===== src/rtl/vnu_serial.sv =====
// Serial LDPC variable-node unit: collects L, R1..RDV, then emits Q_k = total - R_k.
// Define VNU_SAT_EN to saturate out_data to W bits; otherwise it wraps.
module vnu_serial #(
  parameter int W  = 32,
  parameter int DV = 3
) (
  input  logic                                clk,
  input  logic                                reset,
  input  logic                                in_valid,
  output logic                                in_ready,
  input  logic signed [W-1:0]                 in_data,
  output logic                                out_valid,
  input  logic                                out_ready,
  output logic signed [W-1:0]                 out_data,
  output logic [((DV>1)?$clog2(DV):1)-1:0]    out_idx,
  output logic                                out_last,
  output logic                                p
);

  localparam int IDXW = (DV > 1) ? $clog2(DV) : 1;
  localparam int BW   = $clog2(DV + 1);
  localparam int ACCW = W + BW;

  typedef enum logic {COLLECT, EMIT} state_t;

  state_t                 state_q, state_d;
  logic [BW-1:0]          beat_q, beat_d;
  logic [IDXW-1:0]        k_q, k_d;
  logic signed [ACCW-1:0] acc_q, acc_d;
  logic                   p_q, p_d;
  logic signed [W-1:0]    r_q [DV];
  logic signed [W-1:0]    r_d [DV];

  logic signed [ACCW-1:0] in_ext;
  logic [IDXW-1:0]        widx;

  assign in_ext = {{BW{in_data[W-1]}}, in_data};
  // beat n (1..DV) lands in R entry n-1
  assign widx   = IDXW'(beat_q - BW'(1));

  always_ff @(posedge clk or posedge reset) begin
    if (reset) begin
      state_q <= COLLECT;
      beat_q  <= '0;
      k_q     <= '0;
      acc_q   <= '0;
      p_q     <= 1'b0;
      for (int i = 0; i < DV; i++) r_q[i] <= '0;
    end else begin
      state_q <= state_d;
      beat_q  <= beat_d;
      k_q     <= k_d;
      acc_q   <= acc_d;
      p_q     <= p_d;
      for (int i = 0; i < DV; i++) r_q[i] <= r_d[i];
    end
  end

  always_comb begin
    state_d = state_q;
    beat_d  = beat_q;
    k_d     = k_q;
    acc_d   = acc_q;
    p_d     = p_q;
    for (int i = 0; i < DV; i++) r_d[i] = r_q[i];
    case (state_q)
      COLLECT: begin
        if (in_valid) begin
          if (beat_q == '0) begin
            acc_d = in_ext;
          end else begin
            acc_d       = acc_q + in_ext;
            r_d[widx]   = in_data;
          end
          if (beat_q == BW'(DV)) begin
            state_d = EMIT;
            k_d     = '0;
            p_d     = acc_d[ACCW-1];
          end else begin
            beat_d = beat_q + 1'b1;
          end
        end
      end
      EMIT: begin
        if (out_ready) begin
          if (k_q == IDXW'(DV - 1)) begin
            state_d = COLLECT;
            beat_d  = '0;
            k_d     = '0;
          end else begin
            k_d = k_q + 1'b1;
          end
        end
      end
      default: state_d = COLLECT;
    endcase
  end

  assign in_ready  = (state_q == COLLECT);
  assign out_valid = (state_q == EMIT);
  assign out_idx   = k_q;
  assign out_last  = (state_q == EMIT) && (k_q == IDXW'(DV - 1));
  assign p         = p_q;

`ifdef VNU_SAT_EN
  logic signed [ACCW-1:0] diff;
  logic                   ovf;

  assign diff = acc_q - {{BW{r_q[k_q][W-1]}}, r_q[k_q]};
  // fits in W bits only if the bits above the W-bit sign all match it
  assign ovf  = (|diff[ACCW-1:W-1]) & ~(&diff[ACCW-1:W-1]);

  always_comb begin
    out_data = diff[W-1:0];
    if (ovf) out_data = diff[ACCW-1] ? {1'b1, {(W-1){1'b0}}} : {1'b0, {(W-1){1'b1}}};
  end
`else
  assign out_data = acc_q[W-1:0] - r_q[k_q];
`endif

endmodule


===== config.mk =====
export PLATFORM = sky130hd
export DESIGN_NAME = vnu_serial
export DESIGN_NICKNAME = d
export VERILOG_FILES = /design/src/rtl/vnu_serial.sv
export SDC_FILE = /design/constraint.sdc
export NUM_CORES = 1
export LEC_CHECK = 0
export BUFFER_PORTS_ARGS = -buffer_cell sky130_fd_sc_hd__buf_2
export CAP_MARGIN = 20
export CORE_MARGIN = 2
export CORE_UTILIZATION = 45
export DETAILED_ROUTE_END_ITERATION = 10
export SLEW_MARGIN = 0
export SYNTH_ARGS = -nofsm -noshare
export SYNTH_HDL_FRONTEND = slang
export SYNTH_SLANG_ARGS = --single-unit

===== constraint.sdc =====
create_clock -name clk -period 10.2 [get_ports clk]
set_clock_uncertainty 0.1 [all_clocks]
set_input_delay 1.53 -clock clk [delete_from_list [all_inputs] [get_ports clk]]
set_output_delay 1.53 -clock clk [all_outputs]
set_load 0.05 [all_outputs]

# Yosys cells after proc, flatten, opt, wreduce, memory -nomap -nowiden
# Index checks and enable logic that the tools add are counted.
[totals]
register_bits = 136
elab_cells = 57
[classes]
addsub = 5
magnitude_cmp = 3
eq_ne = 7
muxes = 22
bitwise = 4
reduce_logical = 8
[ops]
columns = ["cell", "count"]
rows = [
  ["96-bit bitwise mux", 1],
  ["32-bit 2-to-1 mux", 3],
  ["32-bit binary-select mux with 2-bit select", 1],
  ["32-bit demux with 2-bit select", 1],
  ["34-bit by 32-bit adder with 34-bit output", 1],
  ["34-bit 2-to-1 mux", 1],
  ["32-bit subtractor", 1],
  ["2-bit 2-to-1 mux", 8],
  ["3-bit AND reduction", 3],
  ["2-bit case mux with 2 select lines", 2],
  ["3-bit greater-or-equal comparator, second input constant", 2],
  ["2-bit inequality test, second input constant", 3],
  ["2-bit NOT with 3-bit output", 2],
  ["2-bit by 1-bit adder with 2-bit output, second input constant", 2],
  ["2-bit equality test, second input constant", 2],
  ["1-bit 2-to-1 mux", 4],
  ["2-bit by 1-bit inequality test with 1-bit output, second input constant", 2],
  ["4-bit AND reduction", 1],
  ["3-bit by 1-bit less-than comparator with 1-bit output, second input constant", 1],
  ["1-bit logical AND", 2],
  ["2-bit logical NOT", 1],
  ["1-bit NOT", 2],
  ["1-bit case mux with 2 select lines", 1],
  ["2-bit AND reduction", 1],
  ["2-bit by 1-bit subtractor with 2-bit output, second input constant", 1],
]

# Depth between registers and ports, before layout
[logic_depth]
word_depth = 7
mapped_depth = 17
depth_no_buf = 15

# Least setup slack after synthesis
# No wires, ideal clock.
[synth_path]
path_type = "register to output"
from = "reg k_q[1], in the netlist out_idx[1]"
to = "out out_data[30]"
arrival_time_ps = 4700
path_slack_ps = 3870
path_stages_with_launch = 17
n_path_buf = 2
cell_sequence = "dfrtp_1 -> clkbuf_1 -> buf_1 -> mux2i_1 -> o21ai_0 -> ha_1 -> fa_1 -> nor2b_1 -> o21ai_0 -> a21oi_1 -> o21ai_0 -> a21boi_0 -> o211ai_1 -> and3_1 -> o311ai_0 -> o41ai_1 -> xnor2_1"
[synth_via]
elab_chain_len = 5
[synth_lines]
columns = ["element", "line_no", "rtl"]
rows = [
  ["start: declaration", "28", "logic [IDXW-1:0] k_q, k_d;"],
  ["start signal: assignment", "52", "k_q <= k_d;"],
  ["2-bit NOT with 3-bit output (not written as such)", "118", "assign out_data = acc_q[W-1:0] - r_q[k_q];"],
  ["32-bit binary-select mux with 2-bit select", "118", ""],
  ["32-bit 2-to-1 mux (not written as such) (2 in series)", "118", ""],
  ["32-bit subtractor", "118", ""],
  ["end: declaration", "14", "output logic signed [W-1:0] out_data,"],
]
# No other way between the ends. The select of a mux whose other input is x is not followed.

# Worst setup path in the final report
[layout_path]
from = "reg k_q[1], in the netlist out_idx[1]"
to = "out out_data[28]"
# Same word-level chain as after synthesis.

==> impl_metrics.py <==
metrics = {
    "setup_path": {
        "end_kind": "primary output",
        "setup.worst_path.start_class": "flop",
        "worstSetupPathType": "reg2out",
        "crit_path_cell_trace": "buf_4 -> mux2i_1 -> o21ai_0 -> ha_1 -> fa_1 -> nor2b_1 -> o21ai_0 -> a21oi_1 -> o21ai_0 -> a21boi_0 -> o211ai_1 -> and3_1 -> o311ai_0 -> or2_2 -> xor2_1 -> buf_2",
        "cpMostUsedCell": "o21ai_0",
        "worstPathArrival_ps": 5410,
        "path_max_fanout": 21,
        "critical_path.top_delay_family": "compound AO/OA/AOI/OAI gates",
        "cpPeakStageDelay_ps": 810,
        "critical_path_buf_inv_count": 2,
        "crit_required_ps": 8570,
        "cp_slowest_cell": "dfrtp_2",
    },
    "drt": {
        "drc_errors": 0,
        "drt_iter0_drc": 363,
        "drtAntennaViolNets": 0,
        "wl_um": 23040,
        "drt_pass1_iterations": 5,
        "routed-via-count": 7379,
        "drt-vias-per-instance": 5.607,
        "wl_per_cell_um": 17.51,
    },
    "synthesis": {
        "synth.top_cell.area_share_pct": 36.47,
        "yosysTopAreaCell": "dfrtp_1",
        "synth-xor-area-share_pct": 5.336,
        "synth_top_family_by_area": "compound AO/OA/AOI/OAI gates",
        "synth-seq-cells": 136,
        "synth_nets": 1082,
        "synth_fa_ha_area_share_pct": 9.680,
        "synth_cell_type_count": 61,
        "synth_area_leaders": "dfrtp_1 36%, mux2_2 12%, ha_1 9.3%",
        "synth_edf_count": 0,
        "synthCells": 975,
        "syn-cell-area_um2": 9333,
        "synthTopCellsByCount": "136 x dfrtp_1, 100 x a21oi_1, 97 x mux2_2, 79 x nor2_1, 75 x nand2_1",
        "yosys.area_share.simple_pct": 10.93,
        "ys_warn_count": 0,
        "synth_compound_area_share_pct": 19.28,
        "ys.flop_type": "dfrtp_1",
        "seq_area_frac_synth_pct": 36.47,
        "synth_area_per_cell_um2": 9.572,
        "async_flop_share_pct": 100.0,
        "synth_mux_area_share_pct": 15.57,
        "yosysMostFrequentCell": "dfrtp_1",
    },
    "placed_design": {
        "placed_area_um2": 9955,
        "io_buffers": 73,
        "place_hpwl_um": 16500,
        "routabilityCongestion": 0.9096,
    },
    "timing": {
        "fin_crit_ps": 7037,
        "finalSetupViolations": 0,
        "finalHoldViolations": 0,
        "rsz0062_at_grt": "false",
        "worstMarginPinSlew_ps": 959.3,
        "relSlewSlack_pct": 36.05,
        "hold-worst-slack_ps": 405.5,
        "fin_tns_setup_ps": 0,
        "finalCritPeriodShare_pct": 68.99,
        "slew_viol_final": 0,
        "max_freq_mhz": 142.1,
    },
    "floorplan": {
        "io_pins": 74,
        "die_w_um": 148.0,
        "dieHeight_um": 148.0,
        "rows": 52,
        "initial_core_util_pct": 45.98,
        "dieArea_um2": 21910,
        "core_um2": 20300,
    },
    "finish": {
        "fillCellCount": 1905,
        "design_area_um2": 10580,
        "n_antenna_cell": 0,
        "nNetsFinal": 1140,
        "area_growth_pct": 13.41,
        "fin_util_pct": 52.14,
        "drive_gt1_share_pct": 22.18,
    },
    "flow_run": {
        "cap_violations": 0,
    },
    "clocking": {
        "postCtsSetupBuffers": 0,
        "clockBufferDepth": 2,
        "postCtsHoldBufs": 0,
        "clock_latency_ps": 430,
        "numCtsBuffers": 17,
        "cts_tree": "done",
        "root_buffer": "clkbuf_16",
        "cts.clk_slew.worst_paths_ps": 60,
        "cts_resized": 0,
        "clock-sinks": 136,
        "htree_levels": 4,
    },
    "grt": {
        "grt_max_degree": 73,
        "grt_pass1_wl_um": 37700,
        "grt_usage_pct": 21.61,
        "grt_pass1_vias": 7056,
        "gr-total-overflow": 0,
        "grt_antenna_before_repair": 0,
    },
    "min_path": {
        "hold_path.class": "reg2reg",
    },
    "run_status": {
        "status": "complete, no violations",
    },
}
-- registers in the layout (all words and copies together), names as in the netlist --
| name | count |
|---|---|
| acc_q | 34 |
| beat_q | 2 |
| out_idx | 2 |
| out_valid | 1 |
| p | 1 |
| r_q | 96 |
-- worst paths after layout --
check / startpoint / endpoint / slack [ps] / cells after the start
min in group asynchronous: reset / r_q[94]$_DFFE_PP0P_ / 1060 / 2
worst max register to register: acc_q[0]$_DFFE_PP0P_ / acc_q[30]$_DFFE_PP0P_ / 6550 / 11
worst min-delay path: acc_q[32]$_DFFE_PP0P_ / acc_q[32]$_DFFE_PP0P_ / 410 / 1
worst max-delay path: out_idx[1]$_DFFE_PP0P_ / out_data[28] / 3160 / 16
max in group asynchronous: reset / out_idx[1]$_DFFE_PP0P_ / 7510 / 3
worst min register to register: acc_q[32]$_DFFE_PP0P_ / acc_q[32]$_DFFE_PP0P_ / 410 / 1
-- placed cells by master (no fill, tap or decap), types with 4 or more instances in the layout --
cell type,n
nand2b_1,7
dfrtp_1,135
inv_1,21
a21oi_1,100
mux2i_1,36
o21bai_1,7
nor2b_1,10
nand2_1,74
and3_1,14
or2_2,4
xor2_1,25
o21ai_0,63
a21o_1,39
a211oi_1,14
o21a_1,12
a31oi_1,5
clkinv_2,5
nand4_1,5
ha_1,68
buf_2,73
o211ai_1,5
xnor2_1,30
nand3_1,15
a2111oi_0,4
nor3_1,11
clkbuf_16,17
o41ai_1,4
mux2_2,97
buf_4,10
nor2_1,79
o31ai_1,4
bufinv_16,4
-- area by class of cell --
| class | count | area [um^2] | share of cell area, % |
|---|---|---|---|
| sequential | 136 | 3405 | 32.17 |
| tap | 270 | 337.8 | 3.192 |
| multi-input combinational | 772 | 5680 | 53.67 |
| clock buffer | 19 | 452.9 | 4.279 |
| inverter | 23 | 91.34 | 0.8630 |
| timing repair buffer | 83 | 440.4 | 4.161 |
| clock inverter | 13 | 176.4 | 1.667 |
-- metal layers --
layer	routed length, um	vias to the layer above	global-route usage, %
met1	11550	3563	30.95
met4	251	0	5.429
met3	739	18	3.765
met2	10500	128	34.05
li1	-	3670	-
met5	0	-	0
-- cells by family (layout without fill, tap and decap cells) --
group | after synthesis | after routing
AO/OA/AOI/OAI | 284 | 284
buffers and inverters | 67 | 138
AND/OR/NAND/NOR | 228 | 228
flip-flops | 136 | 136
adder cells (fa/ha/maj) | 71 | 71
XOR/XNOR | 56 | 56
multiplexers | 133 | 133
-- metrics by stage --
stage,instances,setup WS [ps]
after floorplan,975,3870
after global placement,1284,3603
after detailed placement,1284,3574
after CTS,1316,3099
after global routing,1316,2803
final,1316,3163
Power is left out: the tool's default activity adds up to more than one toggle a clock period on the data nets, which glitch-free logic cannot reach.
